**src/rtl/tdp_ram_pkg.sv**
```systemverilog
// Shared definitions for the true dual-port RAM: read-during-write policy
// encodings and the clear sequencer state type.
package tdp_ram_pkg;

  localparam int RD_FIRST = 0;
  localparam int WR_FIRST = 1;

  typedef enum logic {
    CLEAR = 1'b0,
    READY = 1'b1
  } clr_state_t;

endpackage

```
**src/rtl/true_dual_port_ram_if.sv**
```systemverilog
// Port bundle for the true dual-port RAM: two request/response ports plus
// the shared busy and collision status.
interface tdp_ram_if #(
  parameter int DATA_W = 8,
  parameter int ADDR_W = 4
);

  logic              en_a;
  logic              we_a;
  logic [ADDR_W-1:0] addr_a;
  logic [DATA_W-1:0] din_a;
  logic [DATA_W-1:0] dout_a;
  logic              vld_a;

  logic              en_b;
  logic              we_b;
  logic [ADDR_W-1:0] addr_b;
  logic [DATA_W-1:0] din_b;
  logic [DATA_W-1:0] dout_b;
  logic              vld_b;

  logic              busy;
  logic              collision;

  modport master (
    output en_a, we_a, addr_a, din_a,
    output en_b, we_b, addr_b, din_b,
    input  dout_a, vld_a, dout_b, vld_b, busy, collision
  );

  modport slave (
    input  en_a, we_a, addr_a, din_a,
    input  en_b, we_b, addr_b, din_b,
    output dout_a, vld_a, dout_b, vld_b, busy, collision
  );

endinterface

```
**src/rtl/tdp_ram_clear_ctrl.sv**
```systemverilog
// Clear sequencer: walks every address once after reset, writing zero, and
// holds busy until the last word has been written.
//   state | meaning
//   CLEAR | zeroing address r_cnt this cycle, busy=1
//   READY | array initialised, ports may access it
module tdp_ram_clear_ctrl
  import tdp_ram_pkg::*;
#(
  parameter int ADDR_W = 4
) (
  input  logic              clk,
  input  logic              rst,
  output logic              o_busy,
  output logic              o_clr_we,
  output logic [ADDR_W-1:0] o_clr_addr
);

  clr_state_t        r_state;
  logic [ADDR_W-1:0] r_cnt;
  logic              r_busy;

  always_ff @(posedge clk) begin
    if (rst) begin
      r_state <= CLEAR;
      r_cnt   <= '0;
      r_busy  <= 1'b1;
    end else begin
      case (r_state)
        CLEAR: begin
          r_cnt <= r_cnt + ADDR_W'(1);
          if (r_cnt == {ADDR_W{1'b1}}) begin
            r_state <= READY;
            r_busy  <= 1'b0;
          end
        end
        READY: begin
          r_busy <= 1'b0;
        end
        default: begin
          r_state <= CLEAR;
          r_cnt   <= '0;
          r_busy  <= 1'b1;
        end
      endcase
    end
  end

  // The reset cycle itself must not write: rst does not zero the array.
  assign o_clr_we   = r_busy & ~rst;
  assign o_clr_addr = r_cnt;
  assign o_busy     = r_busy;

endmodule

```
**src/rtl/true_dual_port_ram.sv**
```systemverilog
// True dual-port RAM with a zeroing clear sequence after reset, selectable
// read-during-write policy, port A write priority and collision flagging.
module true_dual_port_ram
  import tdp_ram_pkg::*;
#(
  parameter int DATA_W  = 8,
  parameter int ADDR_W  = 4,
  parameter int RD_MODE = RD_FIRST
) (
  input  logic   clk,
  input  logic   rst,
  tdp_ram_if.slave bus
);

  localparam int DEPTH = 2 ** ADDR_W;

  logic [DATA_W-1:0] r_mem [DEPTH];
  logic [DATA_W-1:0] r_dout_a;
  logic [DATA_W-1:0] r_dout_b;
  logic              r_vld_a;
  logic              r_vld_b;
  logic              r_coll;

  logic              w_busy;
  logic              w_clr_we;
  logic [ADDR_W-1:0] w_clr_addr;
  logic              w_acc_a;
  logic              w_acc_b;
  logic              w_wr_a;
  logic              w_wr_b;
  logic              w_same;
  logic [DATA_W-1:0] w_old_a;
  logic [DATA_W-1:0] w_old_b;
  logic [DATA_W-1:0] w_rd_a;
  logic [DATA_W-1:0] w_rd_b;

  tdp_ram_clear_ctrl #(
    .ADDR_W (ADDR_W)
  ) u_clear_ctrl (
    .clk        (clk),
    .rst        (rst),
    .o_busy     (w_busy),
    .o_clr_we   (w_clr_we),
    .o_clr_addr (w_clr_addr)
  );

  assign w_acc_a = bus.en_a & ~w_busy & ~rst;
  assign w_acc_b = bus.en_b & ~w_busy & ~rst;
  assign w_wr_a  = w_acc_a & bus.we_a;
  assign w_wr_b  = w_acc_b & bus.we_b;
  assign w_same  = (bus.addr_a == bus.addr_b);
  assign w_old_a = r_mem[bus.addr_a];
  assign w_old_b = r_mem[bus.addr_b];

  // Write-first forwards the word being written this cycle, from either port.
  always_comb begin
    w_rd_a = w_old_a;
    w_rd_b = w_old_b;
    if (RD_MODE == WR_FIRST) begin
      if (w_wr_a) begin
        w_rd_a = bus.din_a;
      end else if (w_wr_b && w_same) begin
        w_rd_a = bus.din_b;
      end
      if (w_wr_b) begin
        w_rd_b = bus.din_b;
      end else if (w_wr_a && w_same) begin
        w_rd_b = bus.din_a;
      end
    end
  end

  // Port A is written last so it wins a same-address double write.
  always_ff @(posedge clk) begin
    if (w_clr_we) begin
      r_mem[w_clr_addr] <= '0;
    end else begin
      if (w_wr_b) begin
        r_mem[bus.addr_b] <= bus.din_b;
      end
      if (w_wr_a) begin
        r_mem[bus.addr_a] <= bus.din_a;
      end
    end
  end

  always_ff @(posedge clk) begin
    if (rst) begin
      r_dout_a <= '0;
      r_dout_b <= '0;
      r_vld_a  <= 1'b0;
      r_vld_b  <= 1'b0;
      r_coll   <= 1'b0;
    end else begin
      r_vld_a <= w_acc_a;
      r_vld_b <= w_acc_b;
      r_coll  <= w_acc_a & w_acc_b & w_same & (bus.we_a | bus.we_b);
      if (w_acc_a) begin
        r_dout_a <= w_rd_a;
      end
      if (w_acc_b) begin
        r_dout_b <= w_rd_b;
      end
    end
  end

  assign bus.dout_a    = r_dout_a;
  assign bus.dout_b    = r_dout_b;
  assign bus.vld_a     = r_vld_a;
  assign bus.vld_b     = r_vld_b;
  assign bus.collision = r_coll;
  assign bus.busy      = w_busy;

endmodule

```
**src/flat_wrapper.sv**
```systemverilog
// flat-port wrapper written by rule: the top's interface ports become plain ports
module true_dual_port_ram_flat import tdp_ram_pkg::*;
#(
  parameter int DATA_W  = 8,
  parameter int ADDR_W  = 4,
  parameter int RD_MODE = RD_FIRST
)
  (clk, rst, bus_en_a, bus_we_a, bus_addr_a, bus_din_a, bus_en_b, bus_we_b, bus_addr_b, bus_din_b, bus_dout_a, bus_vld_a, bus_dout_b, bus_vld_b, bus_busy, bus_collision);
  tdp_ram_if #(.DATA_W(DATA_W), .ADDR_W(ADDR_W)) bus_i ();
  input  logic clk;
  input  logic rst;
  input wire logic [$bits(bus_i.en_a)-1:0] bus_en_a;
  input wire logic [$bits(bus_i.we_a)-1:0] bus_we_a;
  input wire logic [$bits(bus_i.addr_a)-1:0] bus_addr_a;
  input wire logic [$bits(bus_i.din_a)-1:0] bus_din_a;
  input wire logic [$bits(bus_i.en_b)-1:0] bus_en_b;
  input wire logic [$bits(bus_i.we_b)-1:0] bus_we_b;
  input wire logic [$bits(bus_i.addr_b)-1:0] bus_addr_b;
  input wire logic [$bits(bus_i.din_b)-1:0] bus_din_b;
  output wire logic [$bits(bus_i.dout_a)-1:0] bus_dout_a;
  output wire logic [$bits(bus_i.vld_a)-1:0] bus_vld_a;
  output wire logic [$bits(bus_i.dout_b)-1:0] bus_dout_b;
  output wire logic [$bits(bus_i.vld_b)-1:0] bus_vld_b;
  output wire logic [$bits(bus_i.busy)-1:0] bus_busy;
  output wire logic [$bits(bus_i.collision)-1:0] bus_collision;
  assign bus_i.en_a = bus_en_a;
  assign bus_i.we_a = bus_we_a;
  assign bus_i.addr_a = bus_addr_a;
  assign bus_i.din_a = bus_din_a;
  assign bus_i.en_b = bus_en_b;
  assign bus_i.we_b = bus_we_b;
  assign bus_i.addr_b = bus_addr_b;
  assign bus_i.din_b = bus_din_b;
  assign bus_dout_a = bus_i.dout_a;
  assign bus_vld_a = bus_i.vld_a;
  assign bus_dout_b = bus_i.dout_b;
  assign bus_vld_b = bus_i.vld_b;
  assign bus_busy = bus_i.busy;
  assign bus_collision = bus_i.collision;
  true_dual_port_ram #(.DATA_W(DATA_W), .ADDR_W(ADDR_W), .RD_MODE(RD_MODE)) u_core (.clk(clk), .rst(rst), .bus(bus_i));
endmodule
```
**config.mk**
```make
export PLATFORM = sky130hd
export DESIGN_NAME = true_dual_port_ram_flat
export DESIGN_NICKNAME = d
export VERILOG_FILES = /design/src/rtl/tdp_ram_pkg.sv /design/src/rtl/true_dual_port_ram_if.sv /design/src/rtl/tdp_ram_clear_ctrl.sv /design/src/rtl/true_dual_port_ram.sv /design/src/flat_wrapper.sv
export SDC_FILE = /design/constraint.sdc
export NUM_CORES = 1
export LEC_CHECK = 0
export BUFFER_PORTS_ARGS = -buffer_cell sky130_fd_sc_hd__buf_2
export CORE_UTILIZATION = 60
export DETAILED_ROUTE_END_ITERATION = 12
export PLACE_DENSITY = 0.81
export SLEW_MARGIN = 20
export SYNTH_ARGS = -nofsm -noshare
export SYNTH_HDL_FRONTEND = slang
export SYNTH_HIERARCHICAL = 1
export SYNTH_SLANG_ARGS = --single-unit
```
**constraint.sdc**
```tcl
create_clock -name clk -period 3.4 [get_ports clk]
set_clock_uncertainty 0.05 [all_clocks]
set_input_delay 0 -clock clk [delete_from_list [all_inputs] [get_ports clk]]
set_output_delay 0 -clock clk [all_outputs]
set_load 0.02 [all_outputs]
```
# [After elaboration in Yosys (flattened, before gate mapping)]
# Memory sizes are Yosys's and may differ from the RTL's. A register that Yosys moved wholly into a read port is not among the register bits.
# Index checks and enable logic that the tools add are counted.
[totals] ff_bits=9 ram_bits=128 in_bits=30 out_inout_bits=20 word_cells=41 mem_count=1
[memory_table] memory="u_core.r_mem" words=16 width=8 rd=2 rd_ports_with_merged_regs=2 write_ports=2 line="true_dual_port_ram.sv:17" text="logic [DATA_W-1:0] r_mem [DEPTH];"
[classes] n_reduce_logical=1 bitwise_logic=14 muxes=15 n_addsub=1 n_eq_ne=3
[ops] operator="2-to-1 mux 1 bit" n=12
[ops] operator="bitwise AND 1 bit" n=10
[ops] operator="2-to-1 mux 8 bit" n=1
[ops] operator="OR reduction 8 bit" n=1
[ops] operator="adder 4 x 1 -> 4 bit (second input constant)" n=1
[ops] operator="== test 4 bit" n=1
[ops] operator="== test 4 bit (second input constant)" n=1
[ops] operator="2-to-1 mux 4 bit" n=1
[ops] operator="NOT 1 bit" n=3
[ops] operator="inequality test 2 bit (second input constant)" n=1
[ops] operator="one-hot mux 1 bit (2 select lines)" n=1
[ops] operator="bitwise OR 1 bit" n=1

# [Longest topological paths before layout]
[logic_depth] depth_word=9 depth_mapped=8

# [Hierarchy]
# The synthesis kept the hierarchy.
[by_module_without_submodules] module="true_dual_port_ram" cells_per_inst=728 instances=1 area_each_um2=8692.1
[by_module_without_submodules] module="tdp_ram_clear_ctrl" cells_per_inst=22 instances=1 area_each_um2=227.7

# [Worst setup path before layout]
# No wires, ideal clock.
[synth_timing] path_type="reg-to-reg" startpoint="register u_core.u_clear_ctrl.r_busy (netlist: u_core/u_clear_ctrl/o_busy)" endpoint="memory u_core.r_mem[13][0], enable pin" setup_slack_ns=0.523 period_less_slack_ns=2.877 path_buffers=2 setup_ns=0.384 path_stages_with_launch=7 arrival_time_ns=2.443 cell_sequence="dfxtp_1 nor2b_1 buf_2 buf_4 and3_1 a31oi_1 o21ai_0"
[synth_rtl] item="start, declared" line="tdp_ram_clear_ctrl.sv:20" text="logic r_busy;"
[synth_rtl] item="start signal, assigned" line="tdp_ram_clear_ctrl.sv:26" text="r_busy <= 1'b1;"
[synth_rtl] item="start signal, assigned" line="tdp_ram_clear_ctrl.sv:33" text="r_busy <= 1'b0;"
[synth_rtl] item="start signal, assigned" line="tdp_ram_clear_ctrl.sv:37" text="r_busy <= 1'b0;"
[synth_rtl] item="end, declared" line="true_dual_port_ram.sv:17"

==> flow_summary.toml <==
[synthesis]
syn_inst = 750
synth_top_family_by_area = "multiplexers"
synthAdderAreaFrac_pct = 0.140
synthSimpleGateAreaFrac_pct = 14.8
ys_types = 57
muxShareOfSynthArea_pct = 20.4
synth_edf_count = 128
synth_xor_area_share_pct = 0.687
ys.flop_type = "edfxtp_1"
ys.warnings.count = 6
syn_area_um2 = 8920
synth-seq-cells = 153
synth_area_per_cell_um2 = 11.9
synth-compound-area-share_pct = 11.4
async_reset_ff_share_pct = 0
synth_nets = 781
seq_area_frac_synth_pct = 48.7

[timing]
setup_viol = 0
fmax_mhz = 361
period_needed_ps = 2770
final_hold_viol_count = 0
worstMarginPinSlew_ps = 1000
fin_crit_sh_pct = 81.5
drv_slew = 0
maxSlewHeadroom_pct = 33.1
grt_setup_unrepaired = "false"
setup_slack_ps = 628
tns_ps = 0

[drt]
wl_met2_um = 12600
drt_drc_violations_left = 0
viasPerCell = 7.31
wl_met1_um = 10200
dr.max_layer_used = "met4"
wl_per_cell_um = 29.1
wl_um = 28600
drt-pass1-iter-count = 10
ant_nets = 0
num_vias = 7181
drt-initial-drc-count = 1295
met3_length_um = 4300

[finish]
antenna_cells = 0
drive_gt1_share_pct = 26.4
stdcell_area_um2 = 9910
layout_common_cells = "138 x nand2_1, 128 x edfxtp_1, 67 x o21ai_0, 55 x mux4_2, 49 x buf_2"
layout_commonest_cell = "nand2_1"
area_growth_syn_to_layout_pct = 11.1
nNetsFinal = 817

[clocking]
cts_tree = "done"
insertion_delay_ps = 430
clock-root-buffer = "clkbuf_16"
cts_setup_buffers = 0
cts-buffers-inserted = 17
cts_buffer_depth = 2
cts_max_level = 4
clk_pin_slew_ps = 60
clock-sinks = 153

[global_route]
grt_max_degree = 40
antenna_found_initial = 0
grt_pass1_wl_um = 40900
grt_pass1_vias = 6613
grt.overflow.total = 0
track_usage_pct = 38.8

[power]
total_leakage_power_nw = 3.76
clkPwrFrac_pct = 42.6
combPwrFrac_pct = 8.1
power_switching_mw = 0.990
p_per_area_nw_per_um2 = 419
switching_share_pct = 23.9
p_int_mw = 3.16
vdd_drop_max_uv = 359
power_frac_seq_pct = 49.3

[floorplanning]
die_area_um2 = 15400
core-area_um2 = 14500
start_util_pct = 61.4
rows = 44
io_pins = 50
chipHeight_um = 124
fp.dieW_um = 124

[setup_path]
cp.required_ps = 3410
path_buf_inv = 0
max_stage_delay_ps = 780
crit_path_cell_trace = "nor2b_4, nor2b_1, and2_1, a31oi_1, o21bai_1"
critPathLaunchType = "flip-flop"
critPathSlowestCell = "o21bai_1"
arrival_ps = 2780
cp_top_family = "compound AO/OA/AOI/OAI gates"
critPathKind = "reg -> reg"
cp_max_fo = 16
endpoint_kind = "flip-flop"

[place]
dpl.hpwl_um = 19300
postPlaceCellArea_um2 = 9310
gp_congestion = 1.01
io_buffers = 49
pre_cts_ws_ps = 772

[job]
maxCapViolations = 0

[hold_path]
min_path_type = "in -> reg"

[run_status]
outcome = "completed"
-- power by group through the flow --
stage	combinational, mW	clock (mW)	sequential (mW)
2_1_floorplan	0.204	0	2.08
3_3_place_gp	0.315	0	2.08
3_5_place_dp	0.319	0	2.08
4_1_cts	0.325	1.76	2.04
5_1_grt	0.347	1.84	2.04
6_report	0.336	1.77	2.04
-- cell usage after synthesis, types with 2 or more instances --
master | instances | share of area [%]
and3_1 | 12 | 0.84
and2_1 | 3 | 0.21
a22oi_1 | 11 | 0.93
a2111oi_0 | 2 | 0.20
a32oi_1 | 4 | 0.39
o21ai_0 | 67 | 3.8
nor4_2 | 2 | 0.28
xnor2_1 | 4 | 0.39
or3b_1 | 3 | 0.29
buf_6 | 4 | 0.50
a31oi_1 | 9 | 0.63
nor4_4 | 11 | 2.6
buf_2 | 17 | 0.95
edfxtp_1 | 128 | 43
or4_4 | 2 | 0.25
mux2_2 | 9 | 1.1
dfxtp_1 | 25 | 5.6
nor3b_1 | 2 | 0.17
a211o_1 | 4 | 0.39
buf_4 | 5 | 0.42
xor2_1 | 3 | 0.29
o21ai_1 | 44 | 2.5
inv_1 | 5 | 0.21
nor3_1 | 2 | 0.11
nor2b_1 | 7 | 0.49
nor2_1 | 8 | 0.34
nand3b_1 | 3 | 0.25
clkbuf_1 | 38 | 1.6
nand2_1 | 138 | 5.8
buf_1 | 3 | 0.13
mux2i_1 | 24 | 2.7
nand3_1 | 22 | 1.2
mux2_4 | 16 | 2.7
o21bai_1 | 13 | 1.1
a21oi_1 | 14 | 0.79
o2bb2a_1 | 3 | 0.34
nand2b_1 | 9 | 0.63
mux4_2 | 55 | 14
-- timing repair --
item | CTS | global route
gates resized for setup | 0 | 0
hold endpoints to repair | 8 | 0
hold buffers | 5 | 0
-- kinds of logic after synthesis --
kind of cell / after synthesis
compound gates: 175
flops: 153
xor+xnor: 7
fa+ha+maj: 1
buf+inv: 74
simple gates: 236
mux: 104
-- layer usage --
metal  GRT usage, %  vias up
li1               -     2939
met1           51.2     3482
met2           55.6      635
met3           13.1      125
met4           23.4        0
met5              0        -
-- tightest hold or removal path, cell delays in order --
cell and delay, ps:
buf_2 150, nand2_1 200, o21ai_0 120
-- layout make-up --
cell class,count,area (um2)
Tap cell,184,230
Fill cell,1028,4630
Multi-Input combinational cell,523,4240
Clock buffer,20,479
Inverter,7,26.3
Sequential cell,153,4340
Timing Repair Buffer,84,520
Clock inverter,12,70.1
-- per-stage QoR --
step	utilization (%)	power (mW)	cells	hold slack [ps]
global placement	64.0	2.40	946	245
CTS	68.2	4.13	983	12.9
floorplan	-	2.28	750	19.1
global route	68.2	4.23	983	65.1
detailed placement	64.0	2.40	946	230
finish	68.2	4.15	983	28.0
-- flip-flops by register name, summed over array words and instances, names as in the netlist --
signal                          cells
u_core/bus.vld_b                    1
u_core/bus.vld_a                    1
u_core/u_clear_ctrl/o_busy          1
u_core/bus.dout_a                   8
u_core/u_clear_ctrl/o_clr_addr      4
u_core/bus.collision                1
u_core/u_clear_ctrl/r_state         1
u_core/bus.dout_b                   8
u_core/r_mem                      128
-- path summary, 6_finish.rpt --
| check | from | cells past startpoint | end | slack, ps |
|---|---|---|---|---|
| setup reg to reg | u_core/u_clear_ctrl/o_busy$_SDFFE_PP1P_ | 5 | u_core/r_mem[8][4]$_DFFE_PP_ | 630 |
| hold / removal | bus_addr_b[3] | 3 | u_core/bus.dout_b[1]$_SDFFE_PP0P_ | 30 |
| hold reg to reg | u_core/bus.dout_b[4]$_SDFFE_PP0P_ | 1 | u_core/bus.dout_b[4]$_SDFFE_PP0P_ | 420 |
| setup / recovery | u_core/u_clear_ctrl/o_busy$_SDFFE_PP1P_ | 5 | u_core/r_mem[8][4]$_DFFE_PP_ | 630 |
Note: power is estimated with default switching activity, not from simulation.
